**config.mk**
```make
export PLATFORM = sky130hd
export DESIGN_NAME = row_vnu_mf_scheduler_flat
export DESIGN_NICKNAME = d
export VERILOG_FILES = /design/src/rtl/row_vnu_mf_scheduler_if.sv /design/src/rtl/row_vnu_mf_scheduler.sv /design/src/flat_wrapper.sv
export SDC_FILE = /design/constraint.sdc
export NUM_CORES = 1
export LEC_CHECK = 0
export CAP_MARGIN = 10
export CORE_ASPECT_RATIO = 2
export CORE_UTILIZATION = 60
export CTS_CLUSTER_SIZE = 16
export DETAILED_ROUTE_END_ITERATION = 16
export DONT_BUFFER_PORTS = 1
export PLACE_DENSITY_LB_ADDON = 0.08
export RECOVER_POWER = 100
export SLEW_MARGIN = 10
export SYNTH_ARGS = -nofsm -noshare
export SYNTH_HDL_FRONTEND = slang
export SYNTH_SLANG_ARGS = --single-unit
```
**constraint.sdc**
```tcl
create_clock -name read_clk -period 19.5 [get_ports read_clk]
set_input_delay 2.925 -clock read_clk [delete_from_list [all_inputs] [get_ports read_clk]]
set_output_delay 2.925 -clock read_clk [all_outputs]
set_load 0.005 [all_outputs]
```
**src/rtl/row_vnu_mf_scheduler_if.sv**
```systemverilog
// Bus bundle between the c2v producer / VNU datapath side and the row scheduler.
// The master drives write requests and returning hard decisions; the slave (scheduler) drives the rest.
interface row_vnu_mf_scheduler_if #(
    parameter int QUAN_SIZE       = 4,
    parameter int CN_DEGREE       = 10,
    parameter int VN_DEGREE       = 3,
    parameter int MULTI_FRAME_NUM = 2,
    parameter int FRAME_BW        = 1,
    parameter int MSG_BW          = CN_DEGREE * VN_DEGREE * QUAN_SIZE
);
    logic [MSG_BW-1:0]                    c2v_in;
    logic                                 c2v_valid;
    logic [FRAME_BW-1:0]                  c2v_frame;
    logic                                 c2v_ready;
    logic [MSG_BW-1:0]                    c2v_out;
    logic                                 issue_valid;
    logic [FRAME_BW-1:0]                  read_addr_offset;
    logic [CN_DEGREE-1:0]                 hd_in;
    logic [CN_DEGREE*MULTI_FRAME_NUM-1:0] hd_out;
    logic                                 hd_update;
    logic [FRAME_BW-1:0]                  hd_frame;
    logic [MULTI_FRAME_NUM-1:0]           hd_stable;

    modport master (
        output c2v_in, c2v_valid, c2v_frame, hd_in,
        input  c2v_ready, c2v_out, issue_valid, read_addr_offset,
        input  hd_out, hd_update, hd_frame, hd_stable
    );

    modport slave (
        input  c2v_in, c2v_valid, c2v_frame, hd_in,
        output c2v_ready, c2v_out, issue_valid, read_addr_offset,
        output hd_out, hd_update, hd_frame, hd_stable
    );
endinterface

```
**src/rtl/row_vnu_mf_scheduler.sv**
```systemverilog
// Multi-frame c2v row buffer with round-robin issue to the partial-VNU row, plus a latency-matched
// tag pipeline that captures returning hard decisions per frame and flags their stability.
module row_vnu_mf_scheduler #(
    parameter int QUAN_SIZE       = 4,
    parameter int CN_DEGREE       = 10,
    parameter int VN_DEGREE       = 3,
    parameter int MULTI_FRAME_NUM = 2,
    parameter int FRAME_BW        = 1,
    parameter int DP_LATENCY      = 9,
    parameter int MSG_BW          = CN_DEGREE * VN_DEGREE * QUAN_SIZE
) (
    input  logic                   read_clk,
    input  logic                   rstn,
    input  logic                   clear_iter,
    row_vnu_mf_scheduler_if.slave  bus
);

    logic [MULTI_FRAME_NUM-1:0]             full;
    logic [FRAME_BW-1:0]                    rr_ptr;
    logic [MSG_BW-1:0]                      slot_mem [MULTI_FRAME_NUM];
    logic                                   wr_en;
    logic                                   issue_hit;
    logic [DP_LATENCY-1:0]                  vld_p;
    logic [DP_LATENCY-1:0][FRAME_BW-1:0]    frm_p;
    logic [MULTI_FRAME_NUM-1:0]             seen;
    logic                                   tail_vld;
    logic [FRAME_BW-1:0]                    tail_frm;
    logic [CN_DEGREE-1:0]                   tail_prev;

    // Ready is suppressed during clear so a same-cycle write can never mark a slot full.
    assign bus.c2v_ready = ~full[bus.c2v_frame] & ~clear_iter;
    assign wr_en         = bus.c2v_valid & bus.c2v_ready;
    assign issue_hit     = full[rr_ptr];

    assign tail_vld  = vld_p[DP_LATENCY-1];
    assign tail_frm  = frm_p[DP_LATENCY-1];
    assign tail_prev = bus.hd_out[tail_frm*CN_DEGREE +: CN_DEGREE];

    // Slot storage carries data only; occupancy lives in full[].
    always_ff @(posedge read_clk) begin
        if (wr_en) begin
            slot_mem[bus.c2v_frame] <= bus.c2v_in;
        end
    end

    always_ff @(posedge read_clk or negedge rstn) begin
        if (!rstn) begin
            full                 <= '0;
            rr_ptr               <= '0;
            vld_p                <= '0;
            frm_p                <= '0;
            seen                 <= '0;
            bus.c2v_out          <= '0;
            bus.issue_valid      <= 1'b0;
            bus.read_addr_offset <= '0;
            bus.hd_out           <= '0;
            bus.hd_update        <= 1'b0;
            bus.hd_frame         <= '0;
            bus.hd_stable        <= '0;
        end else if (clear_iter) begin
            full            <= '0;
            rr_ptr          <= '0;
            vld_p           <= '0;
            seen            <= '0;
            bus.hd_stable   <= '0;
            bus.issue_valid <= 1'b0;
            bus.hd_update   <= 1'b0;
        end else begin
            // p0: round-robin issue; pointer advances every cycle regardless of occupancy
            rr_ptr <= rr_ptr + FRAME_BW'(1);
            if (issue_hit) begin
                bus.c2v_out          <= slot_mem[rr_ptr];
                bus.read_addr_offset <= rr_ptr;
                bus.issue_valid      <= 1'b1;
                full[rr_ptr]         <= 1'b0;
            end else begin
                bus.issue_valid      <= 1'b0;
            end
            if (wr_en) begin
                full[bus.c2v_frame] <= 1'b1;
            end

            // p1..pN: tag follows the registered issue through the datapath latency
            for (int i = DP_LATENCY - 1; i > 0; i--) begin
                vld_p[i] <= vld_p[i-1];
                frm_p[i] <= frm_p[i-1];
            end
            vld_p[0] <= bus.issue_valid;
            frm_p[0] <= bus.read_addr_offset;

            // Tail stage: hd_in belongs to the tagged frame this cycle
            if (tail_vld) begin
                bus.hd_out[tail_frm*CN_DEGREE +: CN_DEGREE] <= bus.hd_in;
                bus.hd_update           <= 1'b1;
                bus.hd_frame            <= tail_frm;
                bus.hd_stable[tail_frm] <= seen[tail_frm] & (bus.hd_in == tail_prev);
                seen[tail_frm]          <= 1'b1;
            end else begin
                bus.hd_update           <= 1'b0;
            end
        end
    end

endmodule

```
**src/flat_wrapper.sv**
```systemverilog
// flat-port wrapper written by rule: the top's interface ports become plain ports
module row_vnu_mf_scheduler_flat 
#(
    parameter int QUAN_SIZE       = 4,
    parameter int CN_DEGREE       = 10,
    parameter int VN_DEGREE       = 3,
    parameter int MULTI_FRAME_NUM = 2,
    parameter int FRAME_BW        = 1,
    parameter int DP_LATENCY      = 9,
    parameter int MSG_BW          = CN_DEGREE * VN_DEGREE * QUAN_SIZE
)
  (read_clk, rstn, clear_iter, bus_c2v_in, bus_c2v_valid, bus_c2v_frame, bus_hd_in, bus_c2v_ready, bus_c2v_out, bus_issue_valid, bus_read_addr_offset, bus_hd_out, bus_hd_update, bus_hd_frame, bus_hd_stable);
  row_vnu_mf_scheduler_if #(.QUAN_SIZE(QUAN_SIZE), .CN_DEGREE(CN_DEGREE), .VN_DEGREE(VN_DEGREE), .MULTI_FRAME_NUM(MULTI_FRAME_NUM), .FRAME_BW(FRAME_BW), .MSG_BW(MSG_BW)) bus_i ();
  input  logic read_clk;
  input  logic rstn;
  input  logic clear_iter;
  input wire logic [$bits(bus_i.c2v_in)-1:0] bus_c2v_in;
  input wire logic [$bits(bus_i.c2v_valid)-1:0] bus_c2v_valid;
  input wire logic [$bits(bus_i.c2v_frame)-1:0] bus_c2v_frame;
  input wire logic [$bits(bus_i.hd_in)-1:0] bus_hd_in;
  output wire logic [$bits(bus_i.c2v_ready)-1:0] bus_c2v_ready;
  output wire logic [$bits(bus_i.c2v_out)-1:0] bus_c2v_out;
  output wire logic [$bits(bus_i.issue_valid)-1:0] bus_issue_valid;
  output wire logic [$bits(bus_i.read_addr_offset)-1:0] bus_read_addr_offset;
  output wire logic [$bits(bus_i.hd_out)-1:0] bus_hd_out;
  output wire logic [$bits(bus_i.hd_update)-1:0] bus_hd_update;
  output wire logic [$bits(bus_i.hd_frame)-1:0] bus_hd_frame;
  output wire logic [$bits(bus_i.hd_stable)-1:0] bus_hd_stable;
  assign bus_i.c2v_in = bus_c2v_in;
  assign bus_i.c2v_valid = bus_c2v_valid;
  assign bus_i.c2v_frame = bus_c2v_frame;
  assign bus_i.hd_in = bus_hd_in;
  assign bus_c2v_ready = bus_i.c2v_ready;
  assign bus_c2v_out = bus_i.c2v_out;
  assign bus_issue_valid = bus_i.issue_valid;
  assign bus_read_addr_offset = bus_i.read_addr_offset;
  assign bus_hd_out = bus_i.hd_out;
  assign bus_hd_update = bus_i.hd_update;
  assign bus_hd_frame = bus_i.hd_frame;
  assign bus_hd_stable = bus_i.hd_stable;
  row_vnu_mf_scheduler #(.QUAN_SIZE(QUAN_SIZE), .CN_DEGREE(CN_DEGREE), .VN_DEGREE(VN_DEGREE), .MULTI_FRAME_NUM(MULTI_FRAME_NUM), .FRAME_BW(FRAME_BW), .DP_LATENCY(DP_LATENCY), .MSG_BW(MSG_BW)) u_core (.read_clk(read_clk), .rstn(rstn), .clear_iter(clear_iter), .bus(bus_i));
endmodule
```
==> impl_results.md <==
- Status: complete, but fails checks
- Violated checks: capacitance limit, slew limit
- Final Hold Violating Endpoints: 0
- Final core utilization: around two thirds
- Chip height: between 200 and 250 microns
- RSZ-0062 raised after global routing: no
- Post-synth top cells: edfxtp_1 (240), dfrtp_1 (169), mux2i_1 (129)
- Share of layout cells above drive strength 1: between 8 and 9%
- Max Clock Freq: 91.3 MHz
- First-pass GRT wire length: roughly 40000 microns
- Req. time, crit path: approximately 20 ns
- Initial DRC count: 491
- Clock slew at reported path FFs: about 0.070 ns
- Most numerous cell in the Yosys netlist: edfxtp_1
- Clock Tree Buf Depth: 3
- Synthesized cell area: about 15000 sq um
- Final period utilization: 56.2%
- Yosys top cell area share: 49.0%
- Top cell type by total area after synthesis: edfxtp_1
- Worst Hold End: u_core.vld_p[4]
- DR vias/cell: around 5.8
- Crit path launch type: input pin
- Final wirelength: around 27000 microns
- GRT Resource Usage Total: 21.6%
- Worst clock skew: 0.0134 ns
- DIE AREA: ~25000 sq um
- Part of the power in registers: a little under 60%
- Reg2reg setup slack: between 9 and 10 ns
- Final min period: between 10 and 15 ns
- Relative slew slack: -219%
- IO Pins: roughly 280
- Setup bufs post-CTS: 0
- Min-delay src: u_core.vld_p[3]
- DR vias: 7044
- Num CTS Buffers: 34
- Filler Cell Count: 1685
- Crit Reg-Reg Startpoint: u_core.rr_ptr
- Predominant post-synthesis flop cell: edfxtp_1
- Async set-reset flop share out of synthesis: between 40 and 50%
- Clk sinks: a little over 400
- RD Place Congestion: 0.738
- Synth top area cells: edfxtp_1 (49%), dfrtp_1 (29%), mux2i_1 (8.8%), a21oi_1 (4.2%), nor2_1 (3.2%)
- Largest net degree at the start of global routing: 170
- Crit. End Element: register
- Synth Instances: just over 900
- Gr ovfl total: 0
- Nets@finish: ~1000
- N_diodes: 0
- Post-DP HPWL: between 15000 and 20000 microns
- Die W: around 110 microns
- Slew @ Worst Pin: 4.78 ns
- Area delta synth->final: 8.05%
- PwrDens: ~120 nW/um^2
- Hold path cells: 1
- Clock Power Share: about 34%
- Initial antenna violation count: 0
- Switch share: 23.1%
- Worst Setup Slack post-DPL: about 13 ns
- Clk_lat worst skew: 0.51 ns
- Final ANT Viol Nets: 0
- Max rail drop VDD: 0.0000885 V
- # DRC: 0
- Worst-path maximum fanout: between 100 and 150
- Leakage: 5.94 nW
- Vias in the first global route: about 7400
- Setup violations, final: 0
- Post-synthesis average cell area: roughly 16 sq um
- Post-cts sizing count: 0
- Critical path arrival: ~11 ns
- Register area share after synthesis: between 70% and 80%
- Synth Net Count: ~1000
- Synth warn: 0
- Initial core utilization: about three fifths
- CTS tree: done
- CTS HTree Levels: 2
- CTS Hold Bufs: 0
- Rows: 80
- FF+latch count, synth: about 410
- Comb power frac: 6.3%
- Slew Viols, Final: ~500
- Core area: 23900 sq um
- Routed len/inst: between 20 and 25 microns
- HP Class: reg2reg
- I/O Buffers: 0
- Switch Pwr: 0.428 mW
- Reg2Reg Depth: 5
- Synth cell types: 28
- Setup Crit Path Kind: in2reg
- Max-Cap Viols: 7
- CTS root buffer: clkbuf_16
- TNS Setup: 0 ns
- DRT Pass-1 Iters: 6
- R2r endpoint: u_core.bus.c2v_out[57]
- Number of synthesized flops with an enable pin: 240
- Final WS setup: about 8.5 ns
- P_int: 1.42 mW
==> cell families after synthesis <==
| logic type | count (synthesis) | share of synthesized area, % |
|---|---|---|
| xor+xnor | 11 | 0.656 |
| flops | 409 | 77.8 |
| compound gates | 130 | 4.50 |
| mux | 159 | 11.2 |
| simple gates | 153 | 4.27 |
| buf+inv | 50 | 1.60 |
==> critical path: stages <==
cell      delay [ns]
nor2_1          1.97
clkbuf_1        2.30
clkbuf_1        3.48
a21oi_1         0.31
==> power by group through the flow <==
stage	registers, mW	logic [mW]	clock network [mW]
4_1_cts	1.10	0.117	0.648
5_1_grt	1.12	0.135	0.677
6_report	1.10	0.116	0.632
3_5_place_dp	1.12	0.117	0
3_3_place_gp	1.12	0.108	0
2_1_floorplan	1.09	0.103	0
==> metrics by stage <==
step	hold slack, ns	std cells	area [sq um]	power (mW)
2_1_floorplan	0.439	912	14700	1.19
3_3_place_gp	0.450	1158	14900	1.23
3_5_place_dp	0.464	1158	14900	1.24
4_1_cts	0.486	1219	15900	1.87
5_1_grt	0.510	1219	15900	1.93
6_report	0.481	1219	15900	1.85
==> worst max path at each step <==
stage | end | start | cells past startpoint
detailed placement | bus_c2v_ready | bus_c2v_frame | 2
finish | u_core.bus.c2v_out[57] | clear_iter | 4
CTS | bus_c2v_ready | bus_c2v_frame | 2
global route | u_core.bus.c2v_out[54] | clear_iter | 4
floorplan | u_core.slot_mem[0][0] | clear_iter | 2
global placement | bus_c2v_ready | bus_c2v_frame | 2
==> per-layer routing <==
| layer | routed length, microns | track usage (%) | vias to the layer above |
|---|---|---|---|
| li1 | - | - | 3279 |
| met1 | 8910 | 22.6 | 3471 |
| met2 | 14300 | 38.3 | 237 |
| met3 | 2410 | 7.69 | 57 |
| met4 | 1130 | 10.3 | 0 |
| met5 | 0 | 0 | - |
==> flip-flops by register name (all words and copies together), names as in the netlist <==
signal	flops
u_core.slot_mem	240
u_core.bus.c2v_out	120
u_core.bus.hd_out	20
u_core.vld_p	9
u_core.frm_p	8
u_core.bus.hd_stable	2
u_core.full	2
u_core.seen	2
u_core.bus.hd_frame	1
u_core.bus.hd_update	1
u_core.bus.issue_valid	1
u_core.bus.read_addr_offset	1
u_core.rr_ptr	1
u_core.tail_frm	1
==> layout by cell type (no fill, tap or decap), types with 2 or more instances in the layout <==
master / count
edfxtp_1: 240
dfrtp_1: 168
mux2i_1: 129
nor2_1: 127
a21oi_1: 124
clkbuf_16: 35
mux2_2: 29
clkbuf_1: 22
nor2b_1: 10
nand2_1: 8
xnor2_1: 7
clkinv_2: 5
xor2_1: 4
inv_1: 3
a21o_1: 2
nand4_1: 2
o21ai_0: 2
==> area by class of cell <==
cell class                 count  area [sq um]  area share [%]
inverter                       3          11.3          0.0709
multi-input combinational    453          3020            19.0
sequential                   409         11400            72.0
tap                          287           359            2.26
timing repair buffer           6          26.3           0.165
clock buffer                  53           953            6.00
clock inverter                 8          67.6           0.425
Note: power is estimated with default switching activity, not from simulation.
